<file path="config.mk">
export PLATFORM = sky130hd
export DESIGN_NAME = fifo_flagged_flat
export DESIGN_NICKNAME = d
export VERILOG_FILES = /design/src/rtl/fifo_flagged_if.sv /design/src/rtl/fifo_flagged.sv /design/src/flat_wrapper.sv
export SDC_FILE = /design/constraint.sdc
export NUM_CORES = 1
export LEC_CHECK = 0
export BUFFER_PORTS_ARGS = -buffer_cell sky130_fd_sc_hd__buf_2
export CORE_AREA = 2 2 124 126
export DETAILED_ROUTE_END_ITERATION = 10
export DIE_AREA = 0 0 126 128
export PLACE_DENSITY = 0.45
export SYNTH_ARGS = -nofsm -noshare
export SYNTH_HDL_FRONTEND = slang
export SYNTH_SLANG_ARGS = --single-unit
</file>
<file path="constraint.sdc">
create_clock -name clk -period 3.85 [get_ports clk]
set_clock_uncertainty 0.05 [all_clocks]
set_input_delay 0.1925 -clock clk [delete_from_list [all_inputs] [get_ports clk]]
set_output_delay 0.1925 -clock clk [all_outputs]
set_load 0.1 [all_outputs]
</file>
<file path="src/rtl/fifo_flagged_if.sv">
// rtl/fifo_flagged_if.sv - producer/consumer bundle for the flagged FIFO
interface fifo_flagged_if #(
  parameter int BUFFER_SIZE = 8,
  parameter int ITEM_SIZE   = 8
);
  localparam int CW = $clog2(BUFFER_SIZE + 1);

  logic                 write_en;
  logic                 read_en;
  logic                 clear_err;
  logic [ITEM_SIZE-1:0] data_in;
  logic [ITEM_SIZE-1:0] data_out;
  logic                 full;
  logic                 empty;
  logic                 almost_full;
  logic                 almost_empty;
  logic [CW-1:0]        count;
  logic                 overflow;
  logic                 underflow;

  modport master (
    output write_en, read_en, clear_err, data_in,
    input  data_out, full, empty, almost_full, almost_empty, count, overflow, underflow
  );

  modport slave (
    input  write_en, read_en, clear_err, data_in,
    output data_out, full, empty, almost_full, almost_empty, count, overflow, underflow
  );
endinterface

</file>
<file path="src/rtl/fifo_flagged.sv">
// rtl/fifo_flagged.sv - synchronous FIFO with level flags, sticky errors and optional FWFT read
module fifo_flagged #(
  parameter int BUFFER_SIZE = 8,
  parameter int ITEM_SIZE   = 8,
  parameter int AF_LEVEL    = 6,
  parameter int AE_LEVEL    = 2,
  parameter bit FWFT        = 1'b0
) (
  input  logic          clk,
  input  logic          rst_n,
  fifo_flagged_if.slave bus
);
  localparam int AW = $clog2(BUFFER_SIZE);
  localparam int PW = AW + 1;
  localparam int CW = $clog2(BUFFER_SIZE + 1);
  localparam logic [CW-1:0] AF_L = CW'(AF_LEVEL);
  localparam logic [CW-1:0] AE_L = CW'(AE_LEVEL);

  logic [ITEM_SIZE-1:0] mem_q [BUFFER_SIZE];

  logic [PW-1:0]        wr_ptr_q, wr_ptr_d;
  logic [PW-1:0]        rd_ptr_q, rd_ptr_d;
  logic [CW-1:0]        count_q, count_d;
  logic [ITEM_SIZE-1:0] dout_q, dout_d;
  logic                 ovf_q, ovf_d;
  logic                 unf_q, unf_d;

  logic                 full_w, empty_w;
  logic                 wr_ok, rd_ok;
  logic [ITEM_SIZE-1:0] head_w;

  // Pointers carry one extra wrap bit so equal addresses can be told apart as full or empty
  assign full_w  = (wr_ptr_q[AW-1:0] == rd_ptr_q[AW-1:0]) && (wr_ptr_q[AW] != rd_ptr_q[AW]);
  assign empty_w = (wr_ptr_q == rd_ptr_q);
  assign head_w  = mem_q[rd_ptr_q[AW-1:0]];

  // A write into a full FIFO is still taken when a read frees a slot in the same cycle
  assign wr_ok = bus.write_en & (~full_w | bus.read_en);
  assign rd_ok = bus.read_en & ~empty_w;

  // Next-state for pointers, occupancy, registered read data and sticky error flags
  always_comb begin
    wr_ptr_d = wr_ptr_q;
    rd_ptr_d = rd_ptr_q;
    count_d  = count_q;
    dout_d   = dout_q;
    if (wr_ok) begin
      wr_ptr_d = wr_ptr_q + PW'(1);
    end
    if (rd_ok) begin
      rd_ptr_d = rd_ptr_q + PW'(1);
      dout_d   = head_w;
    end
    case ({wr_ok, rd_ok})
      2'b10:   count_d = count_q + CW'(1);
      2'b01:   count_d = count_q - CW'(1);
      default: count_d = count_q;
    endcase
    // A fresh rejection in the clearing cycle keeps the flag set
    ovf_d = (bus.write_en & ~wr_ok) | (ovf_q & ~bus.clear_err);
    unf_d = (bus.read_en & ~rd_ok) | (unf_q & ~bus.clear_err);
  end

  // State registers; reset discards queued items by collapsing the pointers
  always_ff @(posedge clk or negedge rst_n) begin
    if (!rst_n) begin
      wr_ptr_q <= '0;
      rd_ptr_q <= '0;
      count_q  <= '0;
      dout_q   <= '0;
      ovf_q    <= 1'b0;
      unf_q    <= 1'b0;
    end else begin
      wr_ptr_q <= wr_ptr_d;
      rd_ptr_q <= rd_ptr_d;
      count_q  <= count_d;
      dout_q   <= dout_d;
      ovf_q    <= ovf_d;
      unf_q    <= unf_d;
    end
  end

  // Storage array is left unreset so it can map onto plain RAM
  always_ff @(posedge clk) begin
    if (wr_ok) begin
      mem_q[wr_ptr_q[AW-1:0]] <= bus.data_in;
    end
  end

  // FWFT shows the head item combinationally; otherwise the popped item is held in a register
  assign bus.data_out     = FWFT ? (empty_w ? '0 : head_w) : dout_q;
  assign bus.full         = full_w;
  assign bus.empty        = empty_w;
  assign bus.almost_full  = (count_q >= AF_L);
  assign bus.almost_empty = (count_q <= AE_L);
  assign bus.count        = count_q;
  assign bus.overflow     = ovf_q;
  assign bus.underflow    = unf_q;
endmodule

</file>
<file path="src/flat_wrapper.sv">
// flat-port wrapper written by rule: the top's interface ports become plain ports
module fifo_flagged_flat 
#(
  parameter int BUFFER_SIZE = 8,
  parameter int ITEM_SIZE   = 8,
  parameter int AF_LEVEL    = 6,
  parameter int AE_LEVEL    = 2,
  parameter bit FWFT        = 1'b0
)
  (clk, rst_n, bus_write_en, bus_read_en, bus_clear_err, bus_data_in, bus_data_out, bus_full, bus_empty, bus_almost_full, bus_almost_empty, bus_count, bus_overflow, bus_underflow);
  fifo_flagged_if #(.BUFFER_SIZE(BUFFER_SIZE), .ITEM_SIZE(ITEM_SIZE)) bus_i ();
  input  logic clk;
  input  logic rst_n;
  input wire logic [$bits(bus_i.write_en)-1:0] bus_write_en;
  input wire logic [$bits(bus_i.read_en)-1:0] bus_read_en;
  input wire logic [$bits(bus_i.clear_err)-1:0] bus_clear_err;
  input wire logic [$bits(bus_i.data_in)-1:0] bus_data_in;
  output wire logic [$bits(bus_i.data_out)-1:0] bus_data_out;
  output wire logic [$bits(bus_i.full)-1:0] bus_full;
  output wire logic [$bits(bus_i.empty)-1:0] bus_empty;
  output wire logic [$bits(bus_i.almost_full)-1:0] bus_almost_full;
  output wire logic [$bits(bus_i.almost_empty)-1:0] bus_almost_empty;
  output wire logic [$bits(bus_i.count)-1:0] bus_count;
  output wire logic [$bits(bus_i.overflow)-1:0] bus_overflow;
  output wire logic [$bits(bus_i.underflow)-1:0] bus_underflow;
  assign bus_i.write_en = bus_write_en;
  assign bus_i.read_en = bus_read_en;
  assign bus_i.clear_err = bus_clear_err;
  assign bus_i.data_in = bus_data_in;
  assign bus_data_out = bus_i.data_out;
  assign bus_full = bus_i.full;
  assign bus_empty = bus_i.empty;
  assign bus_almost_full = bus_i.almost_full;
  assign bus_almost_empty = bus_i.almost_empty;
  assign bus_count = bus_i.count;
  assign bus_overflow = bus_i.overflow;
  assign bus_underflow = bus_i.underflow;
  fifo_flagged #(.BUFFER_SIZE(BUFFER_SIZE), .ITEM_SIZE(ITEM_SIZE), .AF_LEVEL(AF_LEVEL), .AE_LEVEL(AE_LEVEL), .FWFT(FWFT)) u_core (.clk(clk), .rst_n(rst_n), .bus(bus_i));
endmodule
</file>
==> results of run 1 <==
==> worst register-to-register path, delay by kind of cell (launching register included) <==
family	cells	cell delay, ns
AOI/OAI and AO/OA	5	1.25
xor gates and xnor gates	1	0.27
adders and majority gates	2	0.56
DFF	1	0.50
and+or+nand+nor	1	0.21
==> state kept, by name, indices dropped and copies added (netlist names) <==
signal,flops
u_core.rd_ptr_q,4
u_core.wr_ptr_q,4
u_core.bus.overflow,1
u_core.mem_q,64
u_core.bus.data_out,8
u_core.bus.underflow,1
u_core.bus.count,4
==> what timing repair did <==
item / 4_1_cts / 5_1_grt
resized for setup: 0 / 0
hold buffers: 1 / 0
endpoints found under the hold margin: 22 / 0
==> layout make-up <==
type	count	area share (%)
well taps	188	5.51
clock inverters	4	0.733
inverters	9	0.792
multi-input cells	100	23.8
clock buffers	12	5.54
repair buffers	42	5.69
flip-flops and latches	86	57.9
==> cell families (layout without fill, tap and decap cells) <==
family | after synthesis | after routing
flops | 86 | 86
simple gates | 31 | 31
mux | 26 | 26
compound gates | 24 | 24
buf+inv | 20 | 67
xor+xnor | 13 | 13
fa+ha+maj | 6 | 6
==> synth_stat cells, drive strengths merged (3+ instances only) <==
| cell | instances | area [um2] |
|---|---|---|
| buf | 10 | 81.3 |
| dfrtp | 22 | 551 |
| edfxtp | 64 | 1920 |
| ha | 5 | 62.6 |
| inv | 9 | 33.8 |
| mux2i | 8 | 80.1 |
| mux4 | 16 | 360 |
| nand2 | 11 | 41.3 |
| nor2 | 6 | 22.5 |
| nor3 | 4 | 20.0 |
| o211ai | 3 | 22.5 |
| o21ai | 11 | 66.3 |
| xnor2 | 9 | 101 |
| xor2 | 4 | 35.0 |
==> per-layer routing <==
metal  global-route usage, %  routed length, um  up-vias
met5                       0                  0        -
met4                    3.36                100        0
met1                    12.1               3340      947
met3                    3.26                367        9
li1                        -                  -      875
met2                    16.2               3540       41
==> metrics by stage <==
| step | std cells | util [%] | hold WS [ns] | setup WS, ns |
|---|---|---|---|---|
| 6_report | 441 | 28.7 | 0.0767 | 0.881 |
| 5_1_grt | 441 | 28.7 | 0.0886 | 0.702 |
| 4_1_cts | 441 | 28.7 | 0.0718 | 0.870 |
| 3_5_place_dp | 424 | 26.8 | 0.193 | 0.876 |
| 3_3_place_gp | 424 | 26.8 | 0.179 | 0.943 |
| 2_1_floorplan | 206 | - | -0.153 | 0.426 |
==> worst max path at each step <==
stage | slack [ns] | to | start | depth (start not counted)
finish | 0.88 | u_core.bus.count[3] | u_core.wr_ptr_q[0] | 9
floorplan | 0.43 | bus_almost_empty | u_core.bus.count[1] | 1
global placement | 0.94 | u_core.bus.count[3] | u_core.wr_ptr_q[0] | 9
CTS | 0.87 | u_core.bus.count[3] | u_core.wr_ptr_q[0] | 9
detailed placement | 0.88 | u_core.bus.count[3] | u_core.wr_ptr_q[0] | 9
global route | 0.70 | u_core.bus.count[3] | u_core.wr_ptr_q[0] | 9
==> results by group, run 1 <==
Setup path
  • Capture instance of the worst register-to-register path: u_core.bus.count[3]
  • Cell family with the largest share of critical-path delay: compound AO/OA/AOI/OAI gates
  • Buffering stage count on the worst path with inverters included: 0
  • Reg-to-reg startpoint: u_core.wr_ptr_q[0]
  • R2r setup slk: 0.88 ns
  • Worst reg2reg path depth: 9
  • Startpoint-to-endpoint class of the critical path: flop to flop
  • Category of the worst setup path capture point: flop
  • Arrival @ worst endpoint: approximately 3.1 ns
  • Crit path required time: 4.02 ns
  • Critical path's largest stage delay: 0.50 ns
  • Critical path peak fanout: 9
  • Cell-by-cell trace of the critical path: xnor2_2 -> nand4_2 -> o21ai_4 -> ha_1 -> ha_1 -> a21o_1 -> a2111oi_0 -> a31oi_1 -> a311o_1
  • Slowest-stage cell, CP: dfrtp_1
  • Most frequent cell on the critical path: ha_1
  • Critical Path Source Type: flop

Synthesis
  • Register bit total from synthesis: 86
  • Largest family of logic cells by synthesized area: multiplexers
  • Mean cell area of the mapped netlist: roughly 17 um2
  • Number of instances in the synthesized netlist: between 200 and 250
  • Number of different library cells in the post-synthesis netlist: 39
  • Post-synthesis compound-gate area fraction: between 4 and 5%
  • Share of async-settable or async-resettable flops after synthesis: between 20% and 30%
  • Predominant post-synthesis flop cell: edfxtp_1
  • Portion of the post-synthesis area used by sequential elements: between 60 and 70%
  • Simple-gate share of the synthesized area: 4.27%
  • Xor-xnor portion of the synthesized cell area: 3.79%
  • Net count after synthesis: between 200 and 250
  • Number of enable flip-flop cells after synthesis: 64
  • Yosys warns: 0
  • Mapped Area: 0.00360 mm2
  • Adder-cell share of the synthesized area: 2.29%
  • Fraction of synthesized area in multiplexers: between 10% and 20%

Layout
  • Final instance area: 0.00427 mm2
  • Top library cells by usage in the layout, fill and taps aside: 64 x edfxtp_1, 30 x buf_2, 22 x dfrtp_1, 16 x mux4_2
  • Count of nets after finishing: approximately 270
  • Most common cell after layout, fill and taps aside: edfxtp_1
  • Area used by sequential logic in the layout: roughly 0.0025 mm2
  • Total area of multi-input combinational cells: 0.00102 mm2
  • Fill cell total of the finished layout: 1495
  • Signed area change from the synthesized netlist to the final layout: 18.5%
  • Ant. Diodes: 0
  • Share of layout cells above drive strength 1: between 30% and 40%

Worst hold path
  • Worst hold path class: input port to flop
  • End of the worst hold path: u_core.mem_q[2][1]
  • WHS Path Cells: 1
  • Hold path start: bus_data_in[1]

Floorplan
  • Total core area: 0.0149 mm2
  • Die boundary width: 126 um
  • Vertical die dimension: between 100 and 150 um
  • Die outline area: between 0.015 and 0.02 mm2
  • Site Rows: 45
  • Initial Utilization: 24.2%
  • Ports: 31

Timing
  • Max-slew violation total from the final report: 0
  • Unrepaired setup endpoints after global routing: false
  • Final-report setup violation count: 0
  • Post-layout minimum cycle time: 2.97 ns
  • Least-Margin Pin Slew: 0.989 ns
  • Fmax: 337 MHz
  • Final hold violation count: 0
  • Setup total negative slack: 0 ns
  • Post-route fraction of the period consumed by the critical path: 77.1%
  • Max transition margin: 33.6%

Detailed routing
  • Number of nets with antenna violations after detailed routing: 0
  • DR WL/cell: 16.7 um
  • Detailed Route WL: ~7.4 mm
  • Remaining design rule violation count: 0
  • Number of optimization iterations in the first detailed-route pass: 4
  • Vias: 1872
  • Drt first-iter violations: 67
  • Number of vias per cell: around 4.2

Clocking
  • Worst skew pair latency: about 0.34 ns
  • Clock root buffer master: clkbuf_16
  • Number of clock sinks seen by CTS: 86
  • Post-CTS repair timing setup buffer count: 0
  • Worst-case clock buffer depth: 2
  • H-tree Lvls: 3
  • Number of buffers created by CTS: 9
  • Clock slew seen by the registers of the worst setup and hold paths: 0.06 ns
  • TritonCTS clock tree: done

Placed design
  • Routability Congestion: ~0.7
  • Detailed Place HPWL: roughly 4.7 mm
  • Port buffer count: 30
  • Cell area reported after detailed placement: 0.00399 mm2

Job
  • Max-Cap Viols: 0

GRT
  • Pin count of the biggest net entering global routing: 23
  • Overall Global Routing Usage: a little under 10%
  • Initial antenna violation count: 0
  • Vias in the first global route: about 2000
  • First-pass GRT wire length: 11.5 mm
  • Final global-route overflow total: 0

Outcome
  • Run status: completed
Power of run 1 is left out: the tool's default activity adds up to more than one toggle a clock period on the data nets, which glitch-free logic cannot reach.
==> inputs of run 2 (changes only) <==
--- a/config.mk
+++ b/config.mk
@@ -9,7 +9,7 @@
 export CORE_AREA = 2 2 124 126
 export DETAILED_ROUTE_END_ITERATION = 10
 export DIE_AREA = 0 0 126 128
-export PLACE_DENSITY = 0.45
+export PLACE_DENSITY = 0.47
 export SYNTH_ARGS = -nofsm -noshare
 export SYNTH_HDL_FRONTEND = slang
 export SYNTH_SLANG_ARGS = --single-unit
==> constraint.sdc (replaced) <==
create_clock -name clk -period 2.4 [get_ports clk]
set_clock_uncertainty 0.05 [all_clocks]
set_input_delay 0.12 -clock clk [delete_from_list [all_inputs] [get_ports clk]]
set_output_delay 0.12 -clock clk [all_outputs]
set_load 0.1 [all_outputs]
==> run 2 against run 1 <==
The run now ends with negative setup slack left. Highest routed layer unchanged. Worst setup slack lost 0.90 ns. Utilization rose by 2.0 points. Global-route usage hardly changed. Critical path depth is the same. Cell area rose by 6.8%. Critical path type unchanged.
==> results by group, run 2 (same netlist as run 1, synthesis figures left out) <==
Outcome
  • Run status: complete, but fails checks
  • Failing checks: negative setup slack

Layout
  • Signed area change from the synthesized netlist to the final layout: 26.6%
  • Count of nets after finishing: roughly 280
  • Share of layout cells above drive strength 1: 37.9%
  • Most common cell after layout, fill and taps aside: edfxtp_1
  • Ant. Diodes: 0
  • Top library cells by usage in the layout, fill and taps aside: 64 x edfxtp_1, 28 x buf_2, 24 x buf_4, 19 x dfrtp_1, 16 x mux4_2
  • Final instance area: 0.00456 mm2
  • Max FFs per register: 64

Worst hold path
  • Worst hold path class: input port to flop

Timing
  • Slack of the critical path: -0.0175 ns
  • Max-slew violation total from the final report: 0
  • Unrepaired setup endpoints after global routing: true
  • Least-Margin Pin Slew: 0.852 ns
  • Post-route fraction of the period consumed by the critical path: 101%
  • Fmax: 414 MHz
  • Final-report setup violation count: 1
  • Final hold violation count: 0
  • Max transition margin: roughly 43%
  • Post-layout minimum cycle time: 2.42 ns

Floorplan
  • Site Rows: between 40 and 50
  • Initial Utilization: 24.2%
  • Total core area: 0.0149 mm2
  • Ports: 31
  • Die boundary width: 126 um
  • Die outline area: 0.0161 mm2
  • Vertical die dimension: approximately 130 um

Detailed routing
  • Detailed Route WL: 7.41 mm
  • Remaining design rule violation count: 0
  • Number of optimization iterations in the first detailed-route pass: 4
  • DR WL/cell: 16.2 um
  • Drt first-iter violations: 77
  • Vias: 1941
  • Number of nets with antenna violations after detailed routing: 0
  • Number of vias per cell: 4.25

Clocking
  • Clock slew seen by the registers of the worst setup and hold paths: 0.06 ns
  • Clock root buffer master: clkbuf_16
  • TritonCTS clock tree: done
  • Worst skew pair latency: 0.33 ns
  • Number of buffers created by CTS: 9
  • Worst-case clock buffer depth: 2
  • Number of clock sinks seen by CTS: 86
  • H-tree Lvls: 3

Setup path
  • Critical path peak fanout: 5
  • Critical Path Source Type: flop
  • Arrival @ worst endpoint: 2.58 ns
  • Category of the worst setup path capture point: flop
  • Startpoint-to-endpoint class of the critical path: flop to flop
  • Crit path required time: 2.57 ns

GRT
  • First-pass GRT wire length: between 10 and 15 mm
  • Overall Global Routing Usage: under 10%
  • Initial antenna violation count: 0
  • Pin count of the biggest net entering global routing: 23
  • Vias in the first global route: 2064
  • Final global-route overflow total: 0

Placed design
  • Port buffer count: 30
  • Routability Congestion: 0.703
  • Detailed Place HPWL: 4.70 mm
  • Cell area reported after detailed placement: 0.00412 mm2

Job
  • Max-Cap Viols: 0
[run 2: critical path, stage by stage (launching register included)]
cell       delay [ns]
dfrtp_2          0.44
xnor2_4          0.23
nand4_4          0.14
o21ai_4          0.17
ha_4             0.19
ha_4             0.19
a21o_1           0.20
a2111oi_4        0.30
a31oi_1          0.07
a311o_1          0.32
[run 2: routing by layer]
metal	vias to the layer above	track usage (%)	share of wire [%]	wire length, um
met4	0	2.33	0.65	48
met5	-	0	0	0
li1	909	-	-	-
met1	994	12.0	43	3200
met3	4	3.92	4.7	346
met2	34	16.3	52	3820
[run 2: timing repair]
| action | 4_1_cts | 5_1_grt |
|---|---|---|
| hold buffers | 4 | 0 |
| setup endpoints to repair | 1 | 1 |
| hold endpoints to repair | 40 | 0 |
| setup buffers | 3 | 3 |
| pin swaps | 4 | 3 |
| gates resized for setup | 4 | 3 |
| cloned | 0 | 0 |
[run 2: path summary, 6_finish.rpt]
| kind | from | end | slack, ns | depth (start not counted) |
|---|---|---|---|---|
| min in group asynchronous | rst_n | u_core.bus.data_out[3] | 0.25 | 2 |
| max | u_core.rd_ptr_q[0] | u_core.bus.count[3] | -0.02 | 9 |
| min | bus_data_in[0] | u_core.mem_q[1][0] | 0.01 | 1 |
| max reg2reg | u_core.rd_ptr_q[0] | u_core.bus.count[3] | -0.02 | 9 |
| max in group asynchronous | rst_n | u_core.rd_ptr_q[1] | 1.65 | 2 |
| min reg2reg | u_core.bus.data_out[6] | u_core.bus.data_out[6] | 0.42 | 2 |
[run 2: per-stage QoR]
step | cells | utilization (%) | worst slack, ns | TNS [ns] | hold slack (ns)
floorplan | 206 | - | -0.186 | -0.255 | -0.226
global placement | 431 | 27.7 | -0.0182 | -0.0182 | 0.0884
finish | 457 | 30.7 | -0.0175 | -0.0175 | 0.0103
CTS | 454 | 30.4 | -0.0349 | -0.0349 | 0.00489
detailed placement | 431 | 27.7 | -0.0856 | -0.0856 | 0.0983
global route | 457 | 30.7 | -0.119 | -0.119 | 0.00731
[run 2: final cells by class]
class,count,area [um2]
tap,188,235
inverter,9,33.8
clock inverter,5,66.3
multi-input combinational,100,1100
clock buffer,11,243
sequential,86,2480
timing repair buffer,58,400
fill,1505,10300
Power of run 2 is left out for the same reason.
==> inputs of run 3 (changes only) <==
--- a/config.mk
+++ b/config.mk
@@ -5,10 +5,11 @@
 export SDC_FILE = /design/constraint.sdc
 export NUM_CORES = 1
 export LEC_CHECK = 0
+export ABC_AREA = 1
 export BUFFER_PORTS_ARGS = -buffer_cell sky130_fd_sc_hd__buf_2
-export CORE_AREA = 2 2 124 126
+export CORE_AREA = 2 2 127 129
 export DETAILED_ROUTE_END_ITERATION = 10
-export DIE_AREA = 0 0 126 128
+export DIE_AREA = 0 0 129 131
 export PLACE_DENSITY = 0.47
 export SYNTH_ARGS = -nofsm -noshare
 export SYNTH_HDL_FRONTEND = slang
==> run 3 against run 2 <==
The run now ends clean. Critical path depth up 5. Sequential share of layout area down 1.5 points. Worst setup slack better by 0.16 ns. Critical endpoint unchanged. Cell count rose by 39%.
==> results by group, run 3 <==
Outcome
  • Run status: completed

Layout
  • Signed area change from the synthesized netlist to the final layout: 22.6%
  • Count of nets after finishing: between 400 and 500
  • Top library cells by usage in the layout, fill and taps aside: 121 x nand2_1, 64 x edfxtp_1, 51 x nor2_1, 28 x o21ai_0, 28 x buf_2
  • Post-Layout Cell Count: 637
  • Ant. Diodes: 0
  • Max FFs per register: between 60 and 70
  • Share of layout cells above drive strength 1: 19.0%
  • Most common cell after layout, fill and taps aside: nand2_1

GRT
  • Initial antenna violation count: 0
  • Vias in the first global route: 2751
  • Final global-route overflow total: 0
  • Pin count of the biggest net entering global routing: 35
  • First-pass GRT wire length: 14.4 mm
  • Overall Global Routing Usage: 11.4%

Floorplan
  • Site Rows: 46
  • Vertical die dimension: ~130 um
  • Initial Utilization: between 20% and 30%
  • Ports: 31
  • Die outline area: 0.0169 mm2
  • Total core area: 0.0156 mm2
  • Die boundary width: 129 um

Synthesis
  • Post-synthesis compound-gate area fraction: 5.57%
  • Number of instances in the synthesized netlist: 367
  • Predominant post-synthesis flop cell: edfxtp_1
  • Share of async-settable or async-resettable flops after synthesis: 25.6%
  • Yosys warns: 0
  • Mean cell area of the mapped netlist: 10.4 um2
  • Xor-xnor portion of the synthesized cell area: 2.46%
  • Area share of the leading cell type in the synthesized netlist: 50.3%
  • List of most frequent post-synthesis cells: 121 x nand2_1, 64 x edfxtp_1, 51 x nor2_1, 29 x o21ai_0, 22 x dfrtp_1
  • Fraction of synthesized area in multiplexers: 0%
  • Number of enable flip-flop cells after synthesis: 64
  • Portion of the post-synthesis area used by sequential elements: 64.7%
  • Simple-gate share of the synthesized area: 21.0%
  • Register bit total from synthesis: 86
  • Mapped Area: 0.00382 mm2
  • Area leader, netlist: edfxtp_1
  • Net count after synthesis: 386
  • Number of different library cells in the post-synthesis netlist: 29
  • Top post-synthesis cells by area: edfxtp_1 50%, dfrtp_1 14%, nand2_1 12%
  • Adder-cell share of the synthesized area: 2.16%
  • Largest family of logic cells by synthesized area: simple AND/OR/NAND/NOR gates
  • Cell with the most instances after synthesis: nand2_1

Setup path
  • Category of the worst setup path capture point: flop
  • Critical path peak fanout: 8
  • Critical path's largest stage delay: between 0.4 and 0.5 ns
  • Critical Path Source Type: flop
  • Startpoint-to-endpoint class of the critical path: flop to flop
  • Cell-by-cell trace of the critical path: inv_2 -> nand2_2 -> nand2_4 -> nor2_8 -> nand3_4 -> nand2_4 -> inv_2 -> ha_2 -> ha_4 -> nand3_1 -> and2_1 -> and2_1 -> o21bai_1 -> nand2_1
  • Crit path required time: 2.58 ns
  • Arrival @ worst endpoint: 2.43 ns
  • Slowest-stage cell, CP: dfrtp_1

Placed design
  • Detailed Place HPWL: roughly 5.7 mm
  • Number of cells in the design after placement: 617
  • Pre-CTS setup slack: 0.130 ns
  • Routability Congestion: 0.799
  • Port buffer count: 30

Clocking
  • Post-CTS repair timing setup buffer count: 0
  • Clock slew seen by the registers of the worst setup and hold paths: 0.06 ns
  • Worst skew pair latency: 0.34 ns
  • Number of buffers created by CTS: 9
  • H-tree Lvls: 3
  • TritonCTS clock tree: done
  • Number of clock sinks seen by CTS: 86
  • Clock root buffer master: clkbuf_16
  • Worst-case clock buffer depth: 2

Timing
  • Fmax: 443 MHz
  • Setup total negative slack: 0 ns
  • Post-route fraction of the period consumed by the critical path: 94.1%
  • Least-Margin Pin Slew: about 0.56 ns
  • Slack of the critical path: 0.141 ns
  • Final-report setup violation count: 0
  • Post-layout minimum cycle time: 2.26 ns
  • Unrepaired setup endpoints after global routing: false
  • Max transition margin: around 62%
  • Max-slew violation total from the final report: 0
  • Final hold violation count: 0

Detailed routing
  • Drt first-iter violations: 153
  • Number of optimization iterations in the first detailed-route pass: 4
  • DR WL/cell: 14.0 um
  • Vias: 2612
  • Detailed Route WL: a little under 9 mm
  • Number of vias per cell: 4.10
  • Remaining design rule violation count: 0
  • Number of nets with antenna violations after detailed routing: 0

Worst hold path
  • Worst hold path class: input port to flop

Job
  • Max-Cap Viols: 0
## run 3: cell count changes after synthesis, sizes merged, moves of 7 or more
cell	change
inv	+11
mux2i	-8
nand2	+115
o21ai	+25
nand3	+7
mux4	-16
nor2	+46
## run 3: final cells by class
cell class | count | area (um2)
multi-input cells | 247 | 1210
inverters | 20 | 75.1
flip-flops and latches | 86 | 2470
clock inverters | 6 | 68.8
clock buffers | 10 | 229
repair buffers | 52 | 355
fillers | 1608 | 10900
well taps | 216 | 270
## run 3: final timing paths
check,end,startpoint,slack [ns],cells past startpoint
setup / recovery,u_core.bus.count[3],u_core.wr_ptr_q[1],0.14,14
hold / removal,u_core.mem_q[1][4],bus_data_in[4],0.01,1
setup reg to reg,u_core.bus.count[3],u_core.wr_ptr_q[1],0.14,14
hold reg to reg,u_core.bus.data_out[6],u_core.bus.data_out[6],0.43,2
max in group asynchronous,u_core.wr_ptr_q[0],rst_n,1.64,2
min in group asynchronous,u_core.wr_ptr_q[3],rst_n,0.26,2
## run 3: kinds of logic after synthesis
kind of cell / after synthesis
flip-flops: 86
XOR/XNOR: 9
AND/OR/NAND/NOR: 191
AO/OA/AOI/OAI: 41
adder cells (fa/ha/maj): 6
buffers and inverters: 34
## run 3: routing by layer
metal / track usage, % / routed length (um)
met1: 14.3 / 4200
met2: 19.1 / 4270
met3: 3.01 / 380
met4: 4.22 / 93
met5: 0 / 0
## run 3: critical path, delay by kind of cell (launching register included)
| kind | cells | cell delay, ns |
|---|---|---|
| and+or+nand+nor | 9 | 0.88 |
| adders and majority gates | 2 | 0.49 |
| DFF | 1 | 0.48 |
| buffers and inverters | 2 | 0.13 |
| AOI/OAI and AO/OA | 1 | 0.12 |
## run 3: through the flow
step	hold WS (ns)	utilization (%)	cell area [um2]
2_1_floorplan	-0.226	-	3840
3_3_place_gp	0.0945	27.9	4340
3_5_place_dp	0.0978	27.9	4340
4_1_cts	0.000434	30.0	4670
5_1_grt	0.0177	30.0	4680
6_report	0.0100	30.0	4680
## run 3: what timing repair did
| action | CTS | global route |
|---|---|---|
| endpoints found under the setup margin | 0 | 1 |
| hold buffers | 3 | 1 |
| endpoints found under the hold margin | 32 | 6 |
| resized for setup | 0 | 1 |
Power of run 3 is left out for the same reason.
